[config.mk]
export PLATFORM = sky130hd
export DESIGN_NAME = l2_req_arbiter
export DESIGN_NICKNAME = d
export VERILOG_FILES = /design/src/rtl/l2_req_arbiter.sv
export SDC_FILE = /design/constraint.sdc
export NUM_CORES = 1
export LEC_CHECK = 0
export CAP_MARGIN = 25
export CORE_AREA = 2 2 312 314
export CTS_BUF_LIST = sky130_fd_sc_hd__clkbuf_16
export DETAILED_ROUTE_END_ITERATION = 16
export DIE_AREA = 0 0 314 316
export SYNTH_ARGS = -nofsm -noshare
export SYNTH_HDL_FRONTEND = slang
export SYNTH_SLANG_ARGS = --single-unit
[constraint.sdc]
create_clock -name clk_i -period 2.1 [get_ports clk_i]
set_input_delay 0.21 -clock clk_i [delete_from_list [all_inputs] [get_ports clk_i]]
set_output_delay 0.21 -clock clk_i [all_outputs]
set_load 0.02 [all_outputs]
[src/rtl/l2_req_arbiter.sv]
// l2_req_arbiter
// Round-robin arbiter sharing the single L2 port between the L1 I-cache miss
// path and the L1 D-cache miss/write-through path. One requester's command is
// latched onto the L2 port and held until L2 acknowledges. The returned line
// then goes back to that requester with a one-cycle ack pulse.
//
// Ports:
//   clk_i, rst_ni            clock, asynchronous active-low reset
//   ic_req_i, ic_addr_i      I-side line read request (level) and address
//   ic_ack_o, ic_rdata_o     I-side completion pulse and returned line
//   dc_req_i, dc_we_i,       D-side request (level), write flag, address,
//   dc_addr_i, dc_wdata_i    and write line
//   dc_ack_o, dc_rdata_o     D-side completion pulse and returned line
//   l2_req_o, l2_we_o,       registered command to L2, held until l2_ack_i
//   l2_addr_o, l2_wdata_o
//   l2_ack_i, l2_rdata_i     L2 one-cycle completion and read line
//   busy_o                   high whenever a transaction is in flight
//   ic_grant_cnt_o,          wrapping per-requester grant counters
//   dc_grant_cnt_o
module l2_req_arbiter #(
  parameter int unsigned LINE_W = 128,
  parameter int unsigned ADDR_W = 32,
  parameter int unsigned CNT_W  = 32
) (
  input  logic              clk_i,
  input  logic              rst_ni,
  input  logic              ic_req_i,
  input  logic [ADDR_W-1:0] ic_addr_i,
  output logic              ic_ack_o,
  output logic [LINE_W-1:0] ic_rdata_o,
  input  logic              dc_req_i,
  input  logic              dc_we_i,
  input  logic [ADDR_W-1:0] dc_addr_i,
  input  logic [LINE_W-1:0] dc_wdata_i,
  output logic              dc_ack_o,
  output logic [LINE_W-1:0] dc_rdata_o,
  output logic              l2_req_o,
  output logic              l2_we_o,
  output logic [ADDR_W-1:0] l2_addr_o,
  output logic [LINE_W-1:0] l2_wdata_o,
  input  logic              l2_ack_i,
  input  logic [LINE_W-1:0] l2_rdata_i,
  output logic              busy_o,
  output logic [CNT_W-1:0]  ic_grant_cnt_o,
  output logic [CNT_W-1:0]  dc_grant_cnt_o
);

  typedef enum logic [1:0] {IDLE, REQ, RESP} state_e;

  state_e              state_q, state_d;
  logic                own_q, own_d;
  logic                last_q, last_d;
  logic                l2_req_q, l2_req_d;
  logic                l2_we_q, l2_we_d;
  logic [ADDR_W-1:0]   l2_addr_q, l2_addr_d;
  logic [LINE_W-1:0]   l2_wdata_q, l2_wdata_d;
  logic                ic_ack_q, ic_ack_d;
  logic                dc_ack_q, dc_ack_d;
  logic [LINE_W-1:0]   ic_rdata_q, ic_rdata_d;
  logic [LINE_W-1:0]   dc_rdata_q, dc_rdata_d;
  logic                busy_q, busy_d;
  logic [CNT_W-1:0]    ic_cnt_q, ic_cnt_d;
  logic [CNT_W-1:0]    dc_cnt_q, dc_cnt_d;

  logic                any_req;
  logic                grant_dc;

  assign any_req  = ic_req_i | dc_req_i;
  // DC wins when it is alone, or on a tie when IC was granted last.
  assign grant_dc = dc_req_i & (~ic_req_i | ~last_q);

  always_ff @(posedge clk_i or negedge rst_ni) begin
    if (!rst_ni) begin
      state_q <= IDLE;
    end else begin
      state_q <= state_d;
    end
  end

  always_comb begin
    state_d = state_q;
    unique case (state_q)
      IDLE:    if (any_req)  state_d = REQ;
      REQ:     if (l2_ack_i) state_d = RESP;
      RESP:    state_d = IDLE;
      default: state_d = IDLE;
    endcase
  end

  // Every output is a register; this block computes their next values.
  // l2_req/busy are derived from the next state so they line up with it.
  always_comb begin
    own_d      = own_q;
    last_d     = last_q;
    l2_we_d    = l2_we_q;
    l2_addr_d  = l2_addr_q;
    l2_wdata_d = l2_wdata_q;
    ic_ack_d   = 1'b0;
    dc_ack_d   = 1'b0;
    ic_rdata_d = ic_rdata_q;
    dc_rdata_d = dc_rdata_q;
    ic_cnt_d   = ic_cnt_q;
    dc_cnt_d   = dc_cnt_q;
    unique case (state_q)
      IDLE: begin
        if (any_req) begin
          own_d  = grant_dc;
          last_d = grant_dc;
          if (grant_dc) begin
            l2_we_d    = dc_we_i;
            l2_addr_d  = dc_addr_i;
            l2_wdata_d = dc_wdata_i;
            dc_cnt_d   = dc_cnt_q + CNT_W'(1);
          end else begin
            l2_we_d    = 1'b0;
            l2_addr_d  = ic_addr_i;
            l2_wdata_d = '0;
            ic_cnt_d   = ic_cnt_q + CNT_W'(1);
          end
        end
      end
      REQ: begin
        // Writes also capture the returned line into the owner's register.
        if (l2_ack_i) begin
          if (own_q) begin
            dc_rdata_d = l2_rdata_i;
            dc_ack_d   = 1'b1;
          end else begin
            ic_rdata_d = l2_rdata_i;
            ic_ack_d   = 1'b1;
          end
        end
      end
      default: ;
    endcase
    l2_req_d = (state_d == REQ);
    busy_d   = (state_d != IDLE);
  end

  always_ff @(posedge clk_i or negedge rst_ni) begin
    if (!rst_ni) begin
      own_q      <= 1'b0;
      last_q     <= 1'b1;
      l2_req_q   <= 1'b0;
      l2_we_q    <= 1'b0;
      l2_addr_q  <= '0;
      l2_wdata_q <= '0;
      ic_ack_q   <= 1'b0;
      dc_ack_q   <= 1'b0;
      ic_rdata_q <= '0;
      dc_rdata_q <= '0;
      busy_q     <= 1'b0;
      ic_cnt_q   <= '0;
      dc_cnt_q   <= '0;
    end else begin
      own_q      <= own_d;
      last_q     <= last_d;
      l2_req_q   <= l2_req_d;
      l2_we_q    <= l2_we_d;
      l2_addr_q  <= l2_addr_d;
      l2_wdata_q <= l2_wdata_d;
      ic_ack_q   <= ic_ack_d;
      dc_ack_q   <= dc_ack_d;
      ic_rdata_q <= ic_rdata_d;
      dc_rdata_q <= dc_rdata_d;
      busy_q     <= busy_d;
      ic_cnt_q   <= ic_cnt_d;
      dc_cnt_q   <= dc_cnt_d;
    end
  end

  assign ic_ack_o       = ic_ack_q;
  assign ic_rdata_o     = ic_rdata_q;
  assign dc_ack_o       = dc_ack_q;
  assign dc_rdata_o     = dc_rdata_q;
  assign l2_req_o       = l2_req_q;
  assign l2_we_o        = l2_we_q;
  assign l2_addr_o      = l2_addr_q;
  assign l2_wdata_o     = l2_wdata_q;
  assign busy_o         = busy_q;
  assign ic_grant_cnt_o = ic_cnt_q;
  assign dc_grant_cnt_o = dc_cnt_q;

endmodule

# Word-level counts from Yosys, hierarchy flattened
# Index checks and enable logic that the tools add are counted.
# totals
output_inout_bits,485
ff_bits,489
inputBits,326
# classes
n_bitwise,7
n_eq_ne,2
n_reduce_logical,7
n_addsub,2
mux,12
# op_table
operator,count
$mux 128,1
$add 32x1->32 const B,2
$mux 32,1
$reduce_and 3->1,4
$mux 1,7
$eq 2x1->1 const B,2
$mux 2,2
$not 1->1,4
$pmux 2 s2,1
$logic_not 2->1,1
$or 1x1->1,2
$reduce_and 2->1,1
$reduce_bool 2->1,1
$and 1x1->1,1

# Logic depth before layout (Yosys ltp)
# logic_depth
word_depth,5
depth_mapped,8
depth_no_buf,6

# Least setup slack after synthesis
# No wires, ideal clock.
# synth_path
kind,register to register
from,register ic_cnt_q[1] (netlist: ic_grant_cnt_o[1])
to,register ic_cnt_q[31] (netlist: ic_grant_cnt_o[31])
path_buffers,1
setup_time_ns,0.128
stages_incl_launch_ff,7
slack_ns,0.394
arrival_time_ns,1.578
synth_period_minus_slack_ns,1.706
cell_sequence,dfrtp_1 > nor4bb_1 > and4_1 > buf_2 > nor4b_4 > nand4_1 > xnor2_1
# synth_between
elab_chain_cells,1
# synth_rtl
item,line,text
from (decl),62,"logic [CNT_W-1:0] ic_cnt_q, ic_cnt_d;"
from (signal assigned),167,ic_cnt_q <= ic_cnt_d;
$add 32x1->32,118,ic_cnt_d = ic_cnt_q + CNT_W'(1);
# Every way passes these cells.
# A chain may end at the register's enable or synchronous reset.

# Worst setup path after layout
# layout_path
from,register ic_cnt_q[26] (netlist: ic_grant_cnt_o[26])
to,output port ic_grant_cnt_o[26]
# layout_lines
item,line,text
to (decl),44,"output logic [CNT_W-1:0] ic_grant_cnt_o,"
# No word-level cell between the ends.

==> results.toml <==
[pwr]
ir_worst_vdd_uv = 908.3
cellPowerDensity_nw_per_um2 = 1559
power.total_w = 0.04738
p_leak_nw = 13.60

[placement]
dpl-instance-area_um2 = 28710
globalplace.congestion = 0.8287
dp_cells = 3558
dp_slack_ns = 0.1275
dp_hpwl_um = 54660
portBuffers = 810

[final_layout]
area_growth_pct = 64.10
multi_input_area_um2 = 5758
fillCellCount = 9681
final_cell_count_no_fill = 3659
drive_above_1_share_pct = 12.64
finalNetCount = 2669
register_area_um2 = 12240
stdcell_area_um2 = 30390

[synthesis]
synthTopCellsByArea = "dfrtp_1 66%, nand2_1 8.4%, mux2_2 7.8%, a22o_1 6.1%, a222oi_1 1.7%"
synth.most_common_cell = "dfrtp_1"
yosysTopAreaCell = "dfrtp_1"
yosys_warnings = 0
syn-cell-area_um2 = 18520
yosys_most_used_dff = "dfrtp_1"
synth_seq_cells = 489
synthCells = 1488
synth.top_cell.area_share_pct = 65.93
yosysSeqAreaShare_pct = 66.07
synth_async_sr_flop_share_pct = 100.0
synthesis.nets = 1816
synth_edf_count = 0
ys_types = 41
synth_area_per_cell_um2 = 12.45
ys_top_cells_by_count = "488 x dfrtp_1, 416 x nand2_1, 129 x a22o_1, 129 x mux2_2, 43 x clkbuf_1"

[floorplan]
start_util_pct = 19.29
fp.dieH_um = 316
num_rows = 114
core_um2 = 95990
fp.dieArea_um2 = 99220
die_x_um = 314
ioPinCount = 811

[detailed_routing]
via_count = 14720
antenna_left = 0
drc = 0
wirelength_um = 71110
dr.pass1.iters = 8
via_per_inst = 4.022
avgRoutedWirePerCell_um = 19.43
first_iter_violations = 730

[timing]
fin_crit_sh_pct = 96.12
hold_viol = 0
finalClockSkew_ns = 0.01418
fin_ws_ns = 0.08148
rsz0062_at_grt = "no"
fmax_mhz = 495.4
relSlewSlack_pct = 64.47
setup_violations = 0
maxSlewViolCount = 0
fin_crit_ns = 2.019
fin_setup_tns_ns = 0
worstMarginPinSlew_ns = 0.5330

[setup_path]
crit_arrival_ns = 1.81
critPathMaxFanout = 5
path_class = "reg -> out"
crit_required_ns = 1.89
reg2reg_depth = 5
cp_num_cells = 1
end_kind = "output port"
start_kind = "flop"
path_buf_inv = 1
cp_slowest_cell = "clkdlybuf4s50_1"
slowest_delay_ns = 0.73
crit_path_cell_trace = "clkdlybuf4s50_1"
crit_family = "buffers and inverters"

[clocking]
clock_latency_ns = 0.63
cts_sinks = 489
clock-root-buffer = "clkbuf_16"
tritoncts = "yes"
clock_path_buffers = 3
path_clk_slew_ns = 0.06
cts_setup_buffers = 0
h-tree-depth = 2
cts_buffers = 56

[global_route]
grt_max_degree = 88
grt_first_pass_wirelength_um = 103000
antenna_found_initial = 16
grt_pass1_vias = 15270
overflow = 0
grt_usage_pct = 13.82

[job]
cap_violations = 0

[worst_hold_path]
min_path_type = "in -> async"

[status]
outcome = "finished clean"
cell usage in the layout, fill, tap and decap left out, types with 2 or more instances in the layout:
| cell type | instances |
|---|---|
| and3_2 | 3 |
| xnor2_1 | 35 |
| nand4_2 | 2 |
| bufinv_16 | 2 |
| clkdlybuf4s50_1 | 806 |
| clkinv_2 | 14 |
| nor4_4 | 2 |
| and4_1 | 8 |
| nor2_1 | 17 |
| mux2_2 | 129 |
| and2_1 | 5 |
| xor2_1 | 27 |
| nand3_1 | 17 |
| clkbuf_16 | 57 |
| inv_1 | 49 |
| dlygate4sd2_1 | 2 |
| a22o_1 | 129 |
| buf_4 | 48 |
| buf_12 | 25 |
| nand4_1 | 14 |
| nand2_1 | 415 |
| nor3_1 | 4 |
| ha_1 | 2 |
| a222oi_1 | 32 |
| clkinv_4 | 2 |
| dfrtp_1 | 488 |
| and3_1 | 10 |
| clkinv_1 | 10 |
| nand2b_1 | 2 |
| o21ai_0 | 2 |
| inv_6 | 2 |
per-layer routing:
metal / vias to the layer above / part of all wire (%) / track usage, %
met5: - / 0.20 / 0
met4: 24 / 3.2 / 4.850
met3: 132 / 8.0 / 4.952
met2: 561 / 50 / 23.99
met1: 7209 / 38 / 15.64
li1: 6791 / - / -
area by class of cell:
type	instances	share of cell area (%)
sequential	489	40.27
clock inverter	42	0.8275
multi-input combinational	872	18.95
tap	1276	5.253
clock buffer	57	4.693
antenna	1	0.008234
timing repair buffer	883	29.52
inverter	39	0.4899
power by group:
part | internal [W] | leakage [nW] | switching (W)
Clock | 0.00513 | 0.877 | 0.00403
Combinational | 0.0109 | 6.55 | 0.0114
Sequential | 0.0135 | 6.17 | 0.00243
Total | 0.0296 | 13.6 | 0.0178
stage by stage:
| stage | hold WS (ns) | util (%) |
|---|---|---|
| 2_1_floorplan | -0.08559 | - |
| 3_3_place_gp | 0.2044 | 29.90 |
| 3_5_place_dp | 0.2011 | 29.90 |
| 4_1_cts | 0.06125 | 31.66 |
| 5_1_grt | 0.1031 | 31.66 |
| 6_report | 0.1310 | 31.66 |
repair_timing:
item / 4_1_cts / 5_1_grt
hold buffers: 1 / 0
endpoints found under the hold margin: 327 / 0
endpoints found under the setup margin: 2 / 0
gates resized for setup: 2 / 0
path summary, 6_finish.rpt:
path	start	endpoint	slack, ns
hold reg to reg	last_q$_DFFE_PN1P_	last_q$_DFFE_PN1P_	0.47
max in group asynchronous	rst_ni	l2_wdata_o[28]$_DFFE_PN0P_	1.09
hold / removal	rst_ni	ic_rdata_o[116]$_DFFE_PN0P_	0.13
setup / recovery	ic_grant_cnt_o[26]$_DFFE_PN0P_	ic_grant_cnt_o[26]	0.08
setup reg to reg	ic_grant_cnt_o[16]$_DFFE_PN0P_	ic_grant_cnt_o[31]$_DFFE_PN0P_	0.27
min in group clk_i	l2_rdata_i[107]	dc_rdata_o[107]$_DFFE_PN0P_	0.13
logic make-up (layout without fill, tap and decap cells):
group | after synthesis | in the layout | synth area share, %
other | 0 | 1 | 0
xor gates and xnor gates | 62 | 62 | 2.932
buffers and inverters | 127 | 1021 | 2.979
AOI/OAI and AO/OA | 164 | 164 | 7.911
DFF | 489 | 489 | 66.07
and+or+nand+nor | 515 | 515 | 12.13
adders and majority gates | 2 | 2 | 0.1351
muxes | 129 | 129 | 7.843
flip-flops by register name (all words and copies together) (netlist names), 2 cells and up:
name / count
state_q: 2
l2_addr_o: 32
ic_grant_cnt_o: 32
ic_rdata_o: 128
l2_wdata_o: 128
dc_rdata_o: 128
dc_grant_cnt_o: 32
Power figures use the tool's default switching activity.
